[src/rtl/bram_port_arbiter_pkg.sv]
// Shared arbitration types for the BRAM port arbiter and the engine-side control.
package bram_port_arbiter_pkg;

  typedef enum logic [1:0] {
    IDLE  = 2'd0,
    OWN_A = 2'd1,
    OWN_B = 2'd2
  } arb_state_t;

  typedef enum logic {
    OWN_ENGINE = 1'b0,
    OWN_HOST   = 1'b1
  } owner_t;

  typedef struct packed {
    logic   vld;
    owner_t owner;
  } rd_tag_t;

endpackage

[src/rtl/bram_port_arbiter_tag_pipe.sv]
// Read-tag delay line: carries {valid, owner} alongside the BRAM read latency.
module arb_tag_pipe
  import bram_port_arbiter_pkg::*;
#(
  parameter int RD_LAT = 2
) (
  input  logic clock_i,
  input  logic reset_i,
  input  logic vld_i,
  input  logic owner_i,
  output logic vld_o,
  output logic owner_o
);

  rd_tag_t [RD_LAT-1:0] tag_pipe;

  always_ff @(posedge clock_i or negedge reset_i) begin
    if (!reset_i) begin
      tag_pipe <= '0;
    end else begin
      tag_pipe[0] <= '{vld: vld_i, owner: owner_t'(owner_i)};
      for (int i = 1; i < RD_LAT; i++) tag_pipe[i] <= tag_pipe[i-1];
    end
  end

  assign vld_o   = tag_pipe[RD_LAT-1].vld;
  assign owner_o = tag_pipe[RD_LAT-1].owner;

endmodule

[src/rtl/bram_port_arbiter.sv]
// Two-master arbiter for a single BRAM port: engine (A) vs host (B), with
// burst-length preemption and read-return steering by issue-time owner.
module bram_port_arbiter
  import bram_port_arbiter_pkg::*;
#(
  parameter  int s         = 16,
  parameter  int RD_LAT    = 2,
  parameter  int MAX_BURST = 64,
  localparam int AW        = $clog2(4*s)
) (
  input  logic          clock_i,
  input  logic          reset_i,
  input  logic          a_req_i,
  input  logic          a_en_i,
  input  logic          a_we_i,
  input  logic [AW-1:0] a_addr_i,
  input  logic [16:0]   a_din_i,
  input  logic          b_req_i,
  input  logic          b_en_i,
  input  logic          b_we_i,
  input  logic [AW-1:0] b_addr_i,
  input  logic [31:0]   b_din_i,
  input  logic [31:0]   BRAM_dout_i,
  output logic          a_gnt_o,
  output logic          b_gnt_o,
  output logic          BRAM_en_o,
  output logic          BRAM_we_o,
  output logic [AW-1:0] BRAM_addr_o,
  output logic [31:0]   BRAM_din_o,
  output logic [31:0]   rdata_o,
  output logic          a_rvalid_o,
  output logic          b_rvalid_o,
  output logic          violation_o
);

  localparam int CW = $clog2(MAX_BURST + 1);

  arb_state_t    state_q, state_d;
  owner_t        last_q, last_d;
  logic [CW-1:0] cnt_q;
  logic          burst_end;
  logic          viol_q;
  logic          tag_vld, tag_host;

  assign a_gnt_o   = (state_q == OWN_A);
  assign b_gnt_o   = (state_q == OWN_B);
  // >= so a requester arriving after the counter saturated still gets in
  assign burst_end = (cnt_q >= CW'(MAX_BURST - 1));

  always_comb begin
    state_d = state_q;
    last_d  = last_q;
    case (state_q)
      IDLE: begin
        if (a_req_i && b_req_i) state_d = (last_q == OWN_HOST) ? OWN_A : OWN_B;
        else if (a_req_i)       state_d = OWN_A;
        else if (b_req_i)       state_d = OWN_B;
      end
      OWN_A: begin
        if (!a_req_i || (b_req_i && burst_end)) begin
          state_d = IDLE;
          last_d  = OWN_ENGINE;
        end
      end
      OWN_B: begin
        if (!b_req_i || (a_req_i && burst_end)) begin
          state_d = IDLE;
          last_d  = OWN_HOST;
        end
      end
      default: state_d = IDLE;
    endcase
  end

  // Every ownership passes through IDLE, so clearing there clears on entry
  always_ff @(posedge clock_i or negedge reset_i) begin
    if (!reset_i) begin
      state_q <= IDLE;
      last_q  <= OWN_HOST;
      cnt_q   <= '0;
      viol_q  <= 1'b0;
    end else begin
      state_q <= state_d;
      last_q  <= last_d;
      if (state_q == IDLE)             cnt_q <= '0;
      else if (cnt_q != CW'(MAX_BURST)) cnt_q <= cnt_q + 1'b1;
      if ((a_en_i && !a_gnt_o) || (b_en_i && !b_gnt_o)) viol_q <= 1'b1;
    end
  end

  always_comb begin
    BRAM_en_o   = 1'b0;
    BRAM_we_o   = 1'b0;
    BRAM_addr_o = '0;
    BRAM_din_o  = '0;
    if (a_gnt_o) begin
      BRAM_en_o   = a_en_i;
      BRAM_we_o   = a_we_i;
      BRAM_addr_o = a_addr_i;
      BRAM_din_o  = {15'd0, a_din_i};
    end else if (b_gnt_o) begin
      BRAM_en_o   = b_en_i;
      BRAM_we_o   = b_we_i;
      BRAM_addr_o = b_addr_i;
      BRAM_din_o  = b_din_i;
    end
  end

  arb_tag_pipe #(.RD_LAT(RD_LAT)) u_tag_pipe (
    .clock_i (clock_i),
    .reset_i (reset_i),
    .vld_i   (BRAM_en_o & ~BRAM_we_o),
    .owner_i (b_gnt_o),
    .vld_o   (tag_vld),
    .owner_o (tag_host)
  );

  assign rdata_o     = BRAM_dout_i;
  assign a_rvalid_o  = tag_vld & ~tag_host;
  assign b_rvalid_o  = tag_vld &  tag_host;
  assign violation_o = viol_q;

endmodule

[config.mk]
export PLATFORM = sky130hd
export DESIGN_NAME = bram_port_arbiter
export DESIGN_NICKNAME = d
export VERILOG_FILES = /design/src/rtl/bram_port_arbiter_pkg.sv /design/src/rtl/bram_port_arbiter_tag_pipe.sv /design/src/rtl/bram_port_arbiter.sv
export SDC_FILE = /design/constraint.sdc
export NUM_CORES = 1
export LEC_CHECK = 0
export ABC_AREA = 1
export CAP_MARGIN = 5
export CORE_MARGIN = 5
export CORE_UTILIZATION = 23
export CTS_CLUSTER_SIZE = 16
export DETAILED_ROUTE_END_ITERATION = 10
export PLACE_DENSITY_LB_ADDON = 0.2
export SLEW_MARGIN = 10
export SYNTH_ARGS = -nofsm -noshare
export SYNTH_HDL_FRONTEND = slang
export SYNTH_HIERARCHICAL = 1
export SYNTH_SLANG_ARGS = --single-unit
export TNS_END_PERCENT = 1
[constraint.sdc]
create_clock -name clock_i -period 1.4 [get_ports clock_i]
set_clock_uncertainty 0.15 [all_clocks]
set_input_delay 0.14 -clock clock_i [delete_from_list [all_inputs] [get_ports clock_i]]
set_output_delay 0.14 -clock clock_i [all_outputs]
set_load 0.03 [all_outputs]
==> results of run 1 <==
per-layer routing:
metal / GRT usage, % / share of wire (%)
met5: 0 / 0
met2: 20.50 / 54
met3: 4.257 / 7.9
met1: 13.88 / 37
met4: 2.929 / 0.99
timing repair:
| item | 4_1_cts | 5_1_grt |
|---|---|---|
| setup endpoints to repair | 50 | 52 |
| gates resized for setup | 55 | 11 |
| buffers inserted | 4 | 0 |
| cloned | 1 | 0 |
| pin swaps | 16 | 2 |
worst max path at each step:
| stage | end | slack, ps | cells after the start |
|---|---|---|---|
| floorplan | BRAM_addr_o[0] | -80 | 5 |
| global placement | state_q[1]$_DFFE_PN0P_ | -40 | 9 |
| detailed placement | cnt_q[1]$_DFFE_PN0P_ | -50 | 6 |
| CTS | BRAM_addr_o[5] | -220 | 6 |
| global route | BRAM_we_o | -320 | 6 |
| finish | BRAM_addr_o[5] | -230 | 6 |
sequential cells by signal, indices dropped and copies added, names as in the netlist:
| signal | cells |
|---|---|
| u_tag_pipe/tag_pipe | 2 |
| u_tag_pipe/owner_o | 1 |
| cnt_q | 7 |
| last_q | 1 |
| state_q | 2 |
| violation_o | 1 |
| u_tag_pipe/vld_o | 1 |
metrics by stage:
stage          hold slack (ps)  worst slack [ps]  setup TNS (ps)  area (sq um)
2_1_floorplan           -305.6            -82.05           -1546          1376
3_3_place_gp             130.2            -38.34          -139.1          2359
3_5_place_dp             130.2            -52.57          -500.0          2359
4_1_cts                  59.31            -219.5           -7724          2654
5_1_grt                  74.62            -317.3          -11720          2686
6_report                 49.65            -228.3           -7611          2686
report_power, final:
part           switching [mW]  internal [mW]
combinational            2.01           1.82
clock                   0.152          0.197
sequential             0.0793          0.568
total                    2.24           2.59
Yosys cell counts (all sizes together):
| cell | instances |
|---|---|
| nand2 | 22 |
| nand3 | 7 |
| inv | 32 |
| o21ai | 5 |
| nor2 | 28 |
| dfrtp | 14 |
| nand4 | 2 |
| or2 | 1 |
| a22o | 24 |
| o22ai | 2 |
| dfstp | 1 |
| a21oi | 2 |
| buf | 37 |
| o21bai | 1 |
| nor3b | 2 |
| ha | 2 |
final cells by class:
class	instances	area, sq um
fill	588	3164
inverter	32	135.1
tap	75	93.84
timing repair buffer	136	1380
clock inverter	1	5.005
sequential	15	376.6
clock buffer	3	41.29
multi-input combinational	98	654.4
worst register-to-register path: cells and delay by family (launching register included):
family | cells | cell delay (ps)
buffers and inverters | 4 | 450
AO/OA/AOI/OAI | 1 | 240
AND/OR/NAND/NOR | 2 | 170
flip-flops | 1 | 400
logic make-up after synthesis:
group	share of synthesized area [%]
compound gates	19.82
fa+ha+maj	1.826
buf+inv	29.41
flops	27.49
simple gates	21.46
==> metrics.md, run 1 <==
| Metric | Value |
|---|---|
| Status | `finished with violations` |
| Failing checks | `negative setup slack` |
| Core Area | `~0.006 sq mm` |
| Inserted Clock Buffers | `3` |
| Top cell type's share of synthesized area | `between 20% and 30%` |
| R2R Path Start | `state_q[1]$_DFFE_PN0P_` |
| Worst-path cell chain | `inv_1 -> nand2_2 -> inv_4 -> buf_16 -> a22o_1 -> buf_6` |
| Dpl cells | `around 350` |
| Fin nets | `between 300 and 400` |
| Hold WC Path Type | `input pin to async pin` |
| Starting density of the core | `23.42%` |
| Worst EP arrival | `1340 ps` |
| Fmax | `614.2 MHz` |
| VDD IR-drop max | `roughly 870 uV` |
| Max-slew violations | `0` |
| Total GRT Usage | `11.84%` |
| Die Ht | `roughly 87 um` |
| Clock Latency Late Sink | `roughly 250 ps` |
| Iter 0 DRT Violations | `41` |
| Lkg Pwr | `around 1.3 nW` |
| Finished Layout Cells | `360` |
| Mapped Cells | `182` |
| WL per Instance | `between 10 and 15 um` |
| Reg-to-reg slack, setup | `-70 ps` |
| Crit-path leading delay family | `buffers and inverters` |
| Yosys warns | `6` |
| CP max stage delay | `approximately 400 ps` |
| # DRC | `0` |
| Synth Register Bits | `15` |
| R2r worst-path depth | `7` |
| Longest Clk Path Bufs | `2` |
| Req. time, crit path | `approximately 1100 ps` |
| Via-per-instance ratio | `4.167` |
| Synth area leader | `dfrtp_1` |
| Final Setup Violations | `46` |
| Diode count | `0` |
| First-pass GRT wire length | `slightly above 7 mm` |
| Commonest non-fill, non-tap cell in the layout | `clkdlybuf4s50_1` |
| Synth Net Count | `285` |
| I/O pins | `approximately 180` |
| Post-layout min period | `1628 ps` |
| PortBufs | `around 110` |
| Post-detailed-placement half-perimeter wirelength | `just under 4 mm` |
| Relative slew margins | `roughly four fifths` |
| Antenna viol nets, final | `0` |
| CP startpoint | `state_q[1]$_DFFE_PN0P_` |
| Final core utilization | `a little under half` |
| Critical path class | `flop to primary output` |
| Vias in the first global route | `1535` |
| Largest net degree at the start of global routing | `27` |
| Via count | `1500` |
| # rows | `28` |
| Max-capacitance violation count | `0` |
| Post-synthesis sequential area ratio | `~27%` |
| Crit path capture type | `primary output` |
| CP Max Fanout | `10` |
| Final weighted congestion in routability-driven placement | `around 0.72` |
| Final setup margin | `-228.3 ps` |
| Die Wd | `between 80 and 90 um` |
| Crit share post-route | `116.3%` |
| RSZ-0062 raised after global routing | `yes` |
| Main area contributors after synthesis | `dfrtp_1 26%, buf_4 18%, a22o_1 15%` |
| CTS tree | `yes` |
| Htree depth | `1` |
| Initial antenna violation count | `0` |
| CTS root buffer | `clkbuf_8` |
| Reg2reg end | `u_tag_pipe/tag_pipe[1]$_DFF_PN0_` |
| Mapped Area | `~0.0014 sq mm` |
| TritonRoute pass-1 iters | `4` |
| Most frequent cells in the layout | `68 x clkdlybuf4s50_1, 38 x buf_6, 28 x inv_1` |
| Slew @ Worst Pin | `between 300 and 400 ps` |
| Routed wire length | `roughly 4.8 mm` |
| Crit-path slowest cell | `dfrtp_1` |
| CP bufs+invs | `4` |
| GR Overflow Total | `0` |
| Clk pin slew, worst setup/hold paths | `~60 ps` |
| Syn avg cell area | `~7.5 sq um` |
| Post-synth cell types | `27` |
| Area Growth Syn to Fin | `96.07%` |
| PwrDens | `roughly 1800 mW/mm^2` |
| Layout cells sized above 1 | `a little over a third` |
| Clock sink count | `15` |
| Die Area | `around 0.0076 sq mm` |
| Critical path startpoint category | `flop` |
| Hold_buf cts | `0` |
| Hold Vio Cnt, Final | `0` |
| Pwr Total | `4.830 mW` |
Note: power is estimated with default switching activity, not from simulation.
==> inputs of run 2 (changes only) <==
--- a/config.mk
+++ b/config.mk
@@ -8,9 +8,10 @@
 export ABC_AREA = 1
 export CAP_MARGIN = 5
 export CORE_MARGIN = 5
-export CORE_UTILIZATION = 23
+export CORE_UTILIZATION = 34
 export CTS_CLUSTER_SIZE = 16
 export DETAILED_ROUTE_END_ITERATION = 10
+export DONT_BUFFER_PORTS = 1
 export PLACE_DENSITY_LB_ADDON = 0.2
 export SLEW_MARGIN = 10
 export SYNTH_ARGS = -nofsm -noshare
==> metrics.md, run 2 (same netlist as run 1, synthesis figures left out) <==
| Metric | Value |
|---|---|
| Die Wd | `~73 um` |
| Dpl cells | `~250` |
| Clock sink count | `15` |
| Die Ht | `73.48 um` |
| Max-slew violations | `0` |
| Final setup margin | `-254.4 ps` |
| Clock Latency Late Sink | `around 250 ps` |
| Fin Hold WS | `-50.08 ps` |
| Critical path class | `flop to primary output` |
| Status | `finished with violations` |
| Final weighted congestion in routability-driven placement | `about 0.85` |
| Relative slew margins | `52.78%` |
| # rows | `23` |
| GR Overflow Total | `0` |
| Crit path capture type | `primary output` |
| CP Max Fanout | `14` |
| Crit share post-route | `118.2%` |
| Fmax | `just over 600 MHz` |
| Layout cells sized above 1 | `~48%` |
| Core Area | `0.003943 sq mm` |
| VDD IR-drop max | `between 1000 and 1500 uV` |
| Worst EP arrival | `1360 ps` |
| Final Setup Violations | `47` |
| Largest net degree at the start of global routing | `26` |
| Vias in the first global route | `~1400` |
| Total GRT Usage | `roughly 17%` |
| # DRC | `0` |
| Area Growth Syn to Fin | `46.39%` |
| Pwr Total | `around 4.6 mW` |
| Biggest register | `cnt_q` |
| Antenna viol nets, final | `0` |
| Hold WC Path Type | `input pin to flop` |
| Fin nets | `~320` |
| FF+latch area | `about 380 sq um` |
| Iter 0 DRT Violations | `58` |
| TritonRoute pass-1 iters | `6` |
| Finished Layout Cells | `roughly 270` |
| CTS tree | `yes` |
| CTS root buffer | `clkbuf_8` |
| Diode count | `0` |
| Fill count | `roughly 370` |
| Max reg flops | `7` |
| Largest registers | `cnt_q: 7 flops, state_q: 2 flops, u_tag_pipe/tag_pipe: 2 flops` |
| Starting density of the core | `roughly a third` |
| PwrDens | `2278 mW/mm^2` |
| Req. time, crit path | `around 1100 ps` |
| Longest Clk Path Bufs | `2` |
| Final instance area | `approximately 0.0020 sq mm` |
| Reg-to-reg slack, setup | `-70 ps` |
| I/O pins | `between 150 and 200` |
| Post-detailed-placement half-perimeter wirelength | `4.025 mm` |
| Routed wire length | `approximately 4.9 mm` |
| Hold Vio Cnt, Final | `1` |
| Slew @ Worst Pin | `705.9 ps` |
| Via-per-instance ratio | `about 5` |
| Critical path startpoint category | `flop` |
| Most frequent cells in the layout | `41 x buf_6, 27 x inv_1, 23 x a22o_1` |
| First-pass GRT wire length | `just over 7 mm` |
| Lkg Pwr | `approximately 1.0 nW` |
| WL per Instance | `roughly 18 um` |
| Max-capacitance violation count | `0` |
| R2r worst-path depth | `6` |
| Commonest non-fill, non-tap cell in the layout | `buf_6` |
| Die Area | `between 0.005 and 0.006 sq mm` |
| PortBufs | `0` |
| Multi-input gate area | `675.6 sq um` |
| Post-layout min period | `between 1500 and 2000 ps` |
| Inserted Clock Buffers | `3` |
| Via count | `~1300` |
| Clk pin slew, worst setup/hold paths | `60 ps` |
| Failing checks | `negative hold slack, negative setup slack` |
| Placed instance area | `between 0.0015 and 0.002 sq mm` |
| Initial antenna violation count | `0` |
| Hold Crit Depth | `2` |
| RSZ-0062 raised after global routing | `yes` |
| Hold_buf cts | `6` |
| Htree depth | `1` |
run 2: cell count changes in the layout (fill, tap and decap cells not counted), sizes merged:
cell           before  now
clkdlybuf4s50      68    0
dlygate4sd3         0    6
buf                67   62
dlygate4sd2         1    0
run 2: path summary, 6_finish.rpt:
| kind | startpoint | end |
|---|---|---|
| setup / recovery | state_q[1]$_DFFE_PN0P_ | BRAM_din_o[15] |
| setup reg to reg | cnt_q[0]$_DFFE_PN0P_ | cnt_q[1]$_DFFE_PN0P_ |
| min in group asynchronous | reset_i | cnt_q[2]$_DFFE_PN0P_ |
| max in group asynchronous | reset_i | cnt_q[0]$_DFFE_PN0P_ |
| hold reg to reg | u_tag_pipe/tag_pipe[0]$_DFF_PN0_ | u_tag_pipe/owner_o$_DFF_PN0_ |
| hold / removal | b_we_i | u_tag_pipe/tag_pipe[1]$_DFF_PN0_ |
run 2: what timing repair did:
action	in CTS	in global routing
hold endpoints to repair	18	1
setup buffers	3	0
pin swaps	17	3
endpoints found under the setup margin	48	51
resized for setup	64	7
run 2: per-stage QoR:
step	setup slack [ps]	setup TNS, ps	util, %
floorplan	-82.05	-1546	-
global placement	-43.75	-231.4	41.26
detailed placement	-118.8	-712.2	41.26
CTS	-253.6	-8576	50.24
global route	-312.2	-11100	50.87
finish	-254.4	-8394	50.87
run 2: final cells by class:
type / count / area share, %
tap: 50 / 3.119
multi-input combinational: 98 / 33.69
clock inverter: 1 / 0.2495
timing repair buffer: 68 / 35.75
inverter: 32 / 6.363
clock buffer: 3 / 2.059
sequential: 15 / 18.78
run 2: where the power goes:
part / total, mW / switching [mW] / internal (mW)
clock: 0.355 / 0.158 / 0.197
combinational: 3.56 / 1.95 / 1.60
sequential: 0.657 / 0.0889 / 0.568
total: 4.57 / 2.20 / 2.37
run 2: metal layers:
layer  GRT usage [%]  part of all wire, %
met1           14.83                   29
met5               0                    0
met2           33.27                   58
met4           7.445                  2.7
met3           7.114                  9.9
run 2: critical path, stage by stage (launching register included):
cell	delay, ps
dfrtp_1	410
inv_1	70
nand2_2	90
inv_4	60
buf_12	130
a22o_1	200
buf_6	140
